`src/rtl/vga_pkg.sv`:
```
// Shared timing defaults, colour typedefs and the 2-to-4 bit colour expansion helper
// for the tile VGA display path.
package vga_pkg;

    localparam int unsigned H_ACT_DEF  = 640;
    localparam int unsigned H_FP_DEF   = 16;
    localparam int unsigned H_SYNC_DEF = 96;
    localparam int unsigned H_BP_DEF   = 48;
    localparam int unsigned V_ACT_DEF  = 480;
    localparam int unsigned V_FP_DEF   = 10;
    localparam int unsigned V_SYNC_DEF = 2;
    localparam int unsigned V_BP_DEF   = 33;

    typedef struct packed {
        logic [1:0] pad;
        logic [1:0] r;
        logic [1:0] g;
        logic [1:0] b;
    } colour_byte_t;

    typedef struct packed {
        logic [3:0] r;
        logic [3:0] g;
        logic [3:0] b;
    } rgb4_t;

    // Per-pixel control bits carried down the latency-matching delay line.
    typedef struct packed {
        logic hs;
        logic vs;
        logic de;
        logic fs;
    } ctl_t;

    function automatic logic [3:0] expand2to4(input logic [1:0] c);
        return {c, c};
    endfunction

endpackage

```
`src/rtl/vga_timing.sv`:
```
// Raster counters for the tile VGA: horizontal/vertical position, raw (active-high)
// sync and display-enable indications, and a pulse on the last pixel of each frame.
module vga_timing #(
    parameter int unsigned H_ACT  = 640,
    parameter int unsigned H_FP   = 16,
    parameter int unsigned H_SYNC = 96,
    parameter int unsigned H_BP   = 48,
    parameter int unsigned V_ACT  = 480,
    parameter int unsigned V_FP   = 10,
    parameter int unsigned V_SYNC = 2,
    parameter int unsigned V_BP   = 33,
    localparam int unsigned H_TOT = H_ACT + H_FP + H_SYNC + H_BP,
    localparam int unsigned V_TOT = V_ACT + V_FP + V_SYNC + V_BP,
    localparam int unsigned HW    = $clog2(H_TOT),
    localparam int unsigned VW    = $clog2(V_TOT)
) (
    input  logic          clk_i,
    input  logic          reset_i,
    output logic [HW-1:0] hcnt_o,
    output logic [VW-1:0] vcnt_o,
    output logic          hs_o,
    output logic          vs_o,
    output logic          de_o,
    output logic          frame_wrap_o
);

    localparam logic [HW-1:0] H_LAST   = HW'(H_TOT - 1);
    localparam logic [VW-1:0] V_LAST   = VW'(V_TOT - 1);
    localparam logic [HW-1:0] HS_START = HW'(H_ACT + H_FP);
    localparam logic [HW-1:0] HS_END   = HW'(H_ACT + H_FP + H_SYNC);
    localparam logic [VW-1:0] VS_START = VW'(V_ACT + V_FP);
    localparam logic [VW-1:0] VS_END   = VW'(V_ACT + V_FP + V_SYNC);
    localparam logic [HW-1:0] H_ACT_W  = HW'(H_ACT);
    localparam logic [VW-1:0] V_ACT_W  = VW'(V_ACT);

    logic [HW-1:0] hcnt_q, hcnt_d;
    logic [VW-1:0] vcnt_q, vcnt_d;

    always_comb begin
        hcnt_d = hcnt_q + HW'(1);
        vcnt_d = vcnt_q;
        if (hcnt_q == H_LAST) begin
            hcnt_d = '0;
            vcnt_d = (vcnt_q == V_LAST) ? '0 : vcnt_q + VW'(1);
        end
    end

    always_ff @(posedge clk_i or posedge reset_i) begin
        if (reset_i) begin
            hcnt_q <= '0;
            vcnt_q <= '0;
        end else begin
            hcnt_q <= hcnt_d;
            vcnt_q <= vcnt_d;
        end
    end

    assign hcnt_o       = hcnt_q;
    assign vcnt_o       = vcnt_q;
    assign hs_o         = (hcnt_q >= HS_START) && (hcnt_q < HS_END);
    assign vs_o         = (vcnt_q >= VS_START) && (vcnt_q < VS_END);
    assign de_o         = (hcnt_q < H_ACT_W) && (vcnt_q < V_ACT_W);
    assign frame_wrap_o = (hcnt_q == H_LAST) && (vcnt_q == V_LAST);

endmodule

```
`src/rtl/vga_tile_ctrl.sv`:
```
// Tile VGA controller: tile-memory address generation, latency-matched sync/colour
// pipeline and optional frame blinking (enabled by defining VGA_TILE_BLINK_EN).
module vga_tile_ctrl
    import vga_pkg::*;
#(
    parameter int unsigned H_ACT        = H_ACT_DEF,
    parameter int unsigned H_FP         = H_FP_DEF,
    parameter int unsigned H_SYNC       = H_SYNC_DEF,
    parameter int unsigned H_BP         = H_BP_DEF,
    parameter int unsigned V_ACT        = V_ACT_DEF,
    parameter int unsigned V_FP         = V_FP_DEF,
    parameter int unsigned V_SYNC       = V_SYNC_DEF,
    parameter int unsigned V_BP         = V_BP_DEF,
    parameter bit          SYNC_POL     = 1'b0,
    parameter int unsigned TILE_SHIFT   = 6,
    parameter int unsigned COL_BITS     = 4,
    parameter int unsigned ROW_BITS     = 3,
    parameter int unsigned ADDR_W       = 8,
    parameter logic [ADDR_W-1:0] BASE_ADDR = 8'h80,
    parameter int unsigned MEM_LAT      = 1,
    parameter int unsigned BLINK_FRAMES = 60
) (
    input  logic              clk,
    input  logic              reset,
    input  logic [7:0]        vdata,
    output logic [ADDR_W-1:0] vaddr,
    output logic [3:0]        VGA_R,
    output logic [3:0]        VGA_G,
    output logic [3:0]        VGA_B,
    output logic              VGA_HS_O,
    output logic              VGA_VS_O,
    output logic              frame_start
);

    localparam int unsigned H_TOT = H_ACT + H_FP + H_SYNC + H_BP;
    localparam int unsigned V_TOT = V_ACT + V_FP + V_SYNC + V_BP;
    localparam int unsigned HW    = $clog2(H_TOT);
    localparam int unsigned VW    = $clog2(V_TOT);
    localparam int unsigned IDX_W = COL_BITS + ROW_BITS;
    localparam int unsigned LAT   = MEM_LAT + 2;

    if (ADDR_W < IDX_W) begin : g_addr_w_chk
        $error("ADDR_W must be >= COL_BITS + ROW_BITS");
    end
    if (MEM_LAT < 1 || MEM_LAT > 4) begin : g_mem_lat_chk
        $error("MEM_LAT must be in 1..4");
    end

    logic [HW-1:0] hcnt;
    logic [VW-1:0] vcnt;
    logic          hs_raw, vs_raw, de_raw, frame_wrap, vis;

    vga_timing #(
        .H_ACT  (H_ACT),
        .H_FP   (H_FP),
        .H_SYNC (H_SYNC),
        .H_BP   (H_BP),
        .V_ACT  (V_ACT),
        .V_FP   (V_FP),
        .V_SYNC (V_SYNC),
        .V_BP   (V_BP)
    ) u_timing (
        .clk_i        (clk),
        .reset_i      (reset),
        .hcnt_o       (hcnt),
        .vcnt_o       (vcnt),
        .hs_o         (hs_raw),
        .vs_o         (vs_raw),
        .de_o         (de_raw),
        .frame_wrap_o (frame_wrap)
    );

    // Tile indices are truncated to their field widths, so large rasters wrap.
    logic [COL_BITS-1:0] col_idx;
    logic [ROW_BITS-1:0] row_idx;
    logic [ADDR_W-1:0]   vaddr_q, vaddr_d;

    assign col_idx = COL_BITS'(hcnt >> TILE_SHIFT);
    assign row_idx = ROW_BITS'(vcnt >> TILE_SHIFT);

    if (ADDR_W > IDX_W) begin : g_addr_base
        assign vaddr_d = {BASE_ADDR[ADDR_W-1:IDX_W], col_idx, row_idx};
    end else begin : g_addr_nobase
        assign vaddr_d = ADDR_W'({col_idx, row_idx});
    end

`ifdef VGA_TILE_BLINK_EN
    localparam int unsigned BW = (BLINK_FRAMES > 1) ? $clog2(BLINK_FRAMES) : 1;

    logic [BW-1:0] bcnt_q, bcnt_d;
    logic          hidden_q, hidden_d;

    always_comb begin
        bcnt_d   = bcnt_q;
        hidden_d = hidden_q;
        if (frame_wrap) begin
            if (bcnt_q == BW'(BLINK_FRAMES - 1)) begin
                bcnt_d   = '0;
                hidden_d = ~hidden_q;
            end else begin
                bcnt_d = bcnt_q + BW'(1);
            end
        end
    end

    always_ff @(posedge clk or posedge reset) begin
        if (reset) begin
            bcnt_q   <= '0;
            hidden_q <= 1'b0;
        end else begin
            bcnt_q   <= bcnt_d;
            hidden_q <= hidden_d;
        end
    end

    assign vis = ~hidden_q;
`else
    localparam int unsigned unused_blink_frames = BLINK_FRAMES;
    logic unused_frame_wrap;
    assign unused_frame_wrap = frame_wrap;
    assign vis               = 1'b1;
`endif

    // Blink visibility rides with de so it stays aligned to the frame seen at the pins.
    ctl_t ctl_raw;
    ctl_t dly_q [LAT];

    assign ctl_raw = '{hs: hs_raw, vs: vs_raw, de: de_raw & vis,
                       fs: (hcnt == '0) && (vcnt == '0)};

    colour_byte_t pix;
    rgb4_t        rgb_q, rgb_d;
    logic [1:0]   unused_pad;

    assign pix        = colour_byte_t'(vdata);
    assign unused_pad = pix.pad;

    // vdata for a pixel arrives while its control bits sit in stage LAT-2.
    always_comb begin
        rgb_d = '0;
        if (dly_q[LAT-2].de) begin
            rgb_d.r = expand2to4(pix.r);
            rgb_d.g = expand2to4(pix.g);
            rgb_d.b = expand2to4(pix.b);
        end
    end

    always_ff @(posedge clk or posedge reset) begin
        if (reset) begin
            for (int i = 0; i < LAT; i++) begin
                dly_q[i] <= '0;
            end
            vaddr_q <= '0;
            rgb_q   <= '0;
        end else begin
            dly_q[0] <= ctl_raw;
            for (int i = 1; i < LAT; i++) begin
                dly_q[i] <= dly_q[i-1];
            end
            vaddr_q <= vaddr_d;
            rgb_q   <= rgb_d;
        end
    end

    assign vaddr       = vaddr_q;
    assign VGA_R       = rgb_q.r;
    assign VGA_G       = rgb_q.g;
    assign VGA_B       = rgb_q.b;
    assign VGA_HS_O    = dly_q[LAT-1].hs ? SYNC_POL : ~SYNC_POL;
    assign VGA_VS_O    = dly_q[LAT-1].vs ? SYNC_POL : ~SYNC_POL;
    assign frame_start = dly_q[LAT-1].fs;

endmodule

```
`config.mk`:
```
export PLATFORM = sky130hd
export DESIGN_NAME = vga_tile_ctrl
export DESIGN_NICKNAME = d
export VERILOG_FILES = /design/src/rtl/vga_pkg.sv /design/src/rtl/vga_timing.sv /design/src/rtl/vga_tile_ctrl.sv
export SDC_FILE = /design/constraint.sdc
export NUM_CORES = 1
export LEC_CHECK = 0
export CORE_ASPECT_RATIO = 2
export CORE_MARGIN = 1.5
export CORE_UTILIZATION = 40
export CTS_BUF_LIST = sky130_fd_sc_hd__clkbuf_16
export CTS_CLUSTER_SIZE = 30
export DETAILED_ROUTE_END_ITERATION = 10
export PLACE_DENSITY_LB_ADDON = 0.2
export SLEW_MARGIN = 20
export SYNTH_ARGS = -nofsm -noshare
export SYNTH_HDL_FRONTEND = slang
export SYNTH_HIERARCHICAL = 1
export SYNTH_SLANG_ARGS = --single-unit
export TNS_END_PERCENT = 1
```
`constraint.sdc`:
```
create_clock -name clk -period 5 [get_ports clk]
set_input_delay 0.75 -clock clk [delete_from_list [all_inputs] [get_ports clk]]
set_output_delay 0.75 -clock clk [all_outputs]
set_load 0.005 [all_outputs]
```
# Yosys cells after proc, flatten, opt, wreduce, memory -nomap -nowiden
# Cells that the tools add are included.
[op_classes] order_cmp=6 addsub=2 reduce_logical=6 n_eq_ne=2 muxes=5
[ops] operator="adder 10 x 1 -> 10 bit (second input constant)" count=2
[ops] operator="equality test 10 bit (second input constant)" count=2
[ops] operator="zero test 10 bit" count=2
[ops] operator="< comparator 10 bit (second input constant)" count=2
[ops] operator="< comparator 10 x 9 -> 1 bit (second input constant)" count=2
[ops] operator="2-to-1 mux 10 bit" count=2
[ops] operator="2-to-1 mux 12 bit" count=1
[ops] operator="greater-or-equal comparator 10 bit (second input constant)" count=1
[ops] operator="greater-or-equal comparator 10 x 9 -> 1 bit (second input constant)" count=1
[ops] operator="logical AND 1 bit" count=4
[ops] operator="2-to-1 mux 1 bit" count=2
[word_totals] regBits=51 elab_cells=38 output_inout_bits=23 in_bits=10

# Longest topological paths before layout
[depth] word_depth=2 ltp_mapped=6 ltp_nobuf=6

# Hierarchy
# The synthesis kept the hierarchy.
[by_module_without_submodules] mod="vga_timing" n_inst=1 area_each_um2=1102.3 cells_each=108 seq_area_each_um2=500.5
[by_module_without_submodules] mod="vga_tile_ctrl" n_inst=1 area_each_um2=767.0 cells_each=49 seq_area_each_um2=625.6

# Least setup slack after synthesis
# No wires, ideal clock.
[synth_path] path_type="reg2reg" start="register u_timing.hcnt_q[0], in the netlist u_timing/hcnt_o[0]" end="register u_timing.vcnt_q[9], in the netlist u_timing/vcnt_o[9]" stages_incl_launch_ff=7 synth_period_minus_slack_ps=1610 slack_ps=3390 setup_ps=125 arrival_ps=1485 required_ps=4875 path_buffers=1 cell_sequence="dfrtp_1 ha_1 and4_1 and3_1 buf_6 o21ai_2 mux2_4"
[synth_between] elab_chain_cells=1
[synth_rtl] element="start, declared" line="vga_timing.sv:36" text="logic [HW-1:0] hcnt_q, hcnt_d;"
[synth_rtl] element="start signal, assigned" line="vga_timing.sv:53" text="hcnt_q <= hcnt_d;"
[synth_rtl] element="equality test 10 bit" line="vga_timing.sv:42" text="if (hcnt_q == H_LAST) begin"
[synth_rtl] element="end signal, assigned" line="vga_timing.sv:54" text="vcnt_q <= vcnt_d;"
[synth_rtl] element="end, declared" line="vga_timing.sv:37" text="logic [VW-1:0] vcnt_q, vcnt_d;"
# Every way passes these cells.
# A chain may end at the register's enable or synchronous reset.

# Worst setup path after layout
[layout_path] start="register u_timing.hcnt_q[0], in the netlist u_timing/hcnt_o[0]" end="register u_timing.vcnt_q[4], in the netlist u_timing/vcnt_o[4]"
# The elaborated chain is that of the path after synthesis.

==> out/metrics.cfg <==
[layout]
layout.nets=201
design_area_mm2=0.00232
antenna_cells_inserted=0
layout_overhead_on_the_synthesized_area_pct=24.4
nFillCells=419
final_layout_size_suffix_gt1_share_pct=6.95

[global_routing]
overflow=0
first_global_vias=1261
grt_start_max_net_pins=26
gr_usage_total_pct=14.9
grt_antenna_before_repair=0
global_route_wire_length_before_repair_um=5640

[detailed_routing]
ant_nets=0
viasPerCell=5.09
drt_drc_violations_left=0
drt-met1-wl_um=1290
routed-via-count=1231
top_layer=met4
drt_first_iter_violations=22
drt-total-wl_um=3420
detailroute.wirelength.met3_um=151
routed_wire_length_per_instance_um=14.1
route.met2.wl_um=1910
drt_pass1_iterations=4

[cts]
worstSkewPairLatency_ns=0.28
clk_pin_slew_worst_paths_ns=0.06
htree_num_levels=2
clock_tree.root_cell=clkbuf_16
maximum_number_of_buffers_from_clock_root_to_sink=2
post-cts-setup-buffer-count=0
numCtsBuffers=5
cts_resized=0
holdBufCountCts=0
cts_tree=yes
cts.sinks=45

[sta]
worstMarginPinSlew_ns=0.864
clock-skew-final_ns=0.00638
clock.fmax_mhz=488
unrepaired_setup_endpoints_after_global_routing=no
slew_viol_final=0
setup_ws_ns=2.95
slew_headroom_pct=42.3
finalHoldViolations=0
finalWorstPathRequiredPeriod_ns=2.05
finalSetupTns_ns=0
timing.final.setup_violations=0
fin_crit_sh_pct=41.0

[yosys]
yosysWarnings=6
syn_area_per_cell_um2=11.9
syn-cell-area_mm2=0.00186
syn-instance-count=156
synth_fp_nets=171

[critical_path]
crit_path_end_kind=flop
worst_ep_arrival_time_ns=2.23
worstPathMaxFanout=10
crit_type=reg2reg
critical_path_required_ns=5.18
critical_path_startpoint_category=flop

[floorplan]
core_area_mm2=0.00455
design.die.area_mm2=0.00510
die_height_um=99.5
rows=35
initial_core_utilization_pct=40.9
die_w_um=51.3
floorplan.io_pins=33

[pwr]
intPower_uw=565
power.density_mw_per_mm2=304
irDropWorstVdd_mv=0.228
cellLeakagePower_uw=0.00104
pwr-share-clk_pct=44.2
sw_frac_of_total_pct=19.9
p_comb_share_pct=3.6
netSwitchingPower_uw=141
seq_power_share_pct=52.2

[placement]
final_weighted_congestion_in_routability_driven_placement=0.834
placedInstanceArea_mm2=0.00218
io_buffer_count=30
preCtsSetupSlack_ns=3.01
detailed_place_hpwl_um=2450

[job]
reported_max_cap_violation_count=0

[status]
result_of_the_run=finished, final reports clean

[hold_path]
min_path_type=reg2reg

## area by class of cell
cell class	instances	area [um2]	share of cell area, %
Clock inverter	3	17.5	0.756
Multi-Input combinational cell	95	647	27.9
Clock buffer	5	125	5.40
Timing Repair Buffer	30	300	13.0
Tap cell	55	68.8	2.97
Sequential cell	45	1130	48.6
Inverter	9	33.8	1.46
## power groups by stage
stage | sequential, uW | clock [uW] | combinational (uW)
2_1_floorplan | 375 | 0 | 10.9
3_3_place_gp | 375 | 0 | 25.9
3_5_place_dp | 375 | 0 | 26.3
4_1_cts | 368 | 322 | 26.5
5_1_grt | 368 | 335 | 28.9
6_report | 368 | 312 | 25.4
## placed cells by master, fill, tap and decap left out
master / count
dfrtp_1: 45
clkdlybuf4s50_1: 30
nand2_1: 14
inv_1: 9
nor4_1: 8
and2_1: 7
nand3_1: 7
nor2_1: 7
nor3_1: 6
xor2_1: 6
clkbuf_16: 5
o21ai_0: 5
xnor2_1: 5
ha_1: 5
or3_1: 3
nand2b_1: 2
o31ai_1: 2
nand4_1: 2
clkinv_4: 1
clkinv_1: 1
clkinv_2: 1
nand4b_1: 1
nor3_2: 1
and4_1: 1
nor4b_4: 1
and3_1: 1
nand3_4: 1
a2bb2oi_1: 1
nor4_4: 1
a21oi_1: 1
o21a_1: 1
o21ai_2: 1
mux2_4: 1
o22ai_1: 1
nor3b_1: 1
a21o_1: 1
conb_1: 1
## flip-flops by register name, indices dropped and copies added (netlist names)
signal / cells
VGA_B: 2
VGA_G: 2
VGA_R: 2
dly_q: 10
frame_start: 1
u_timing/hcnt_o: 10
u_timing/vcnt_o: 10
vaddr: 8
## metrics by stage
stage	power, uW	std cells	hold slack (ns)	utilization (%)
CTS	717	242	0.353	50.9
detailed placement	401	234	0.340	47.8
floorplan	386	156	0.331	-
global placement	401	234	0.335	47.8
finish	706	242	0.350	50.9
global route	733	242	0.354	50.9
## final timing paths
kind / slack, ns / endpoint / cells after the start / start
max: 2.95 / u_timing/vcnt_o[4] / 5 / u_timing/hcnt_o[0]
min: 0.35 / dly_q[2] / 0 / dly_q[6]
max reg2reg: 2.95 / u_timing/vcnt_o[4] / 5 / u_timing/hcnt_o[0]
min reg2reg: 0.35 / dly_q[2] / 0 / dly_q[6]
max in group asynchronous: 3.48 / vaddr[2] / 2 / reset
min in group asynchronous: 0.96 / u_timing/hcnt_o[5] / 2 / reset
## metal layers
metal / GRT usage (%) / vias up
met2: 26.5 / 38
li1: - / 583
met1: 15.6 / 606
met3: 3.30 / 4
met5: 0 / -
met4: 8.10 / 0
## critical path, stage by stage (launching register included)
cell	delay, ns
dfrtp_1	0.45
ha_1	0.26
and4_1	0.29
and3_1	0.45
nand2b_1	0.22
o31ai_1	0.28
(Power assumes the default switching activity.)
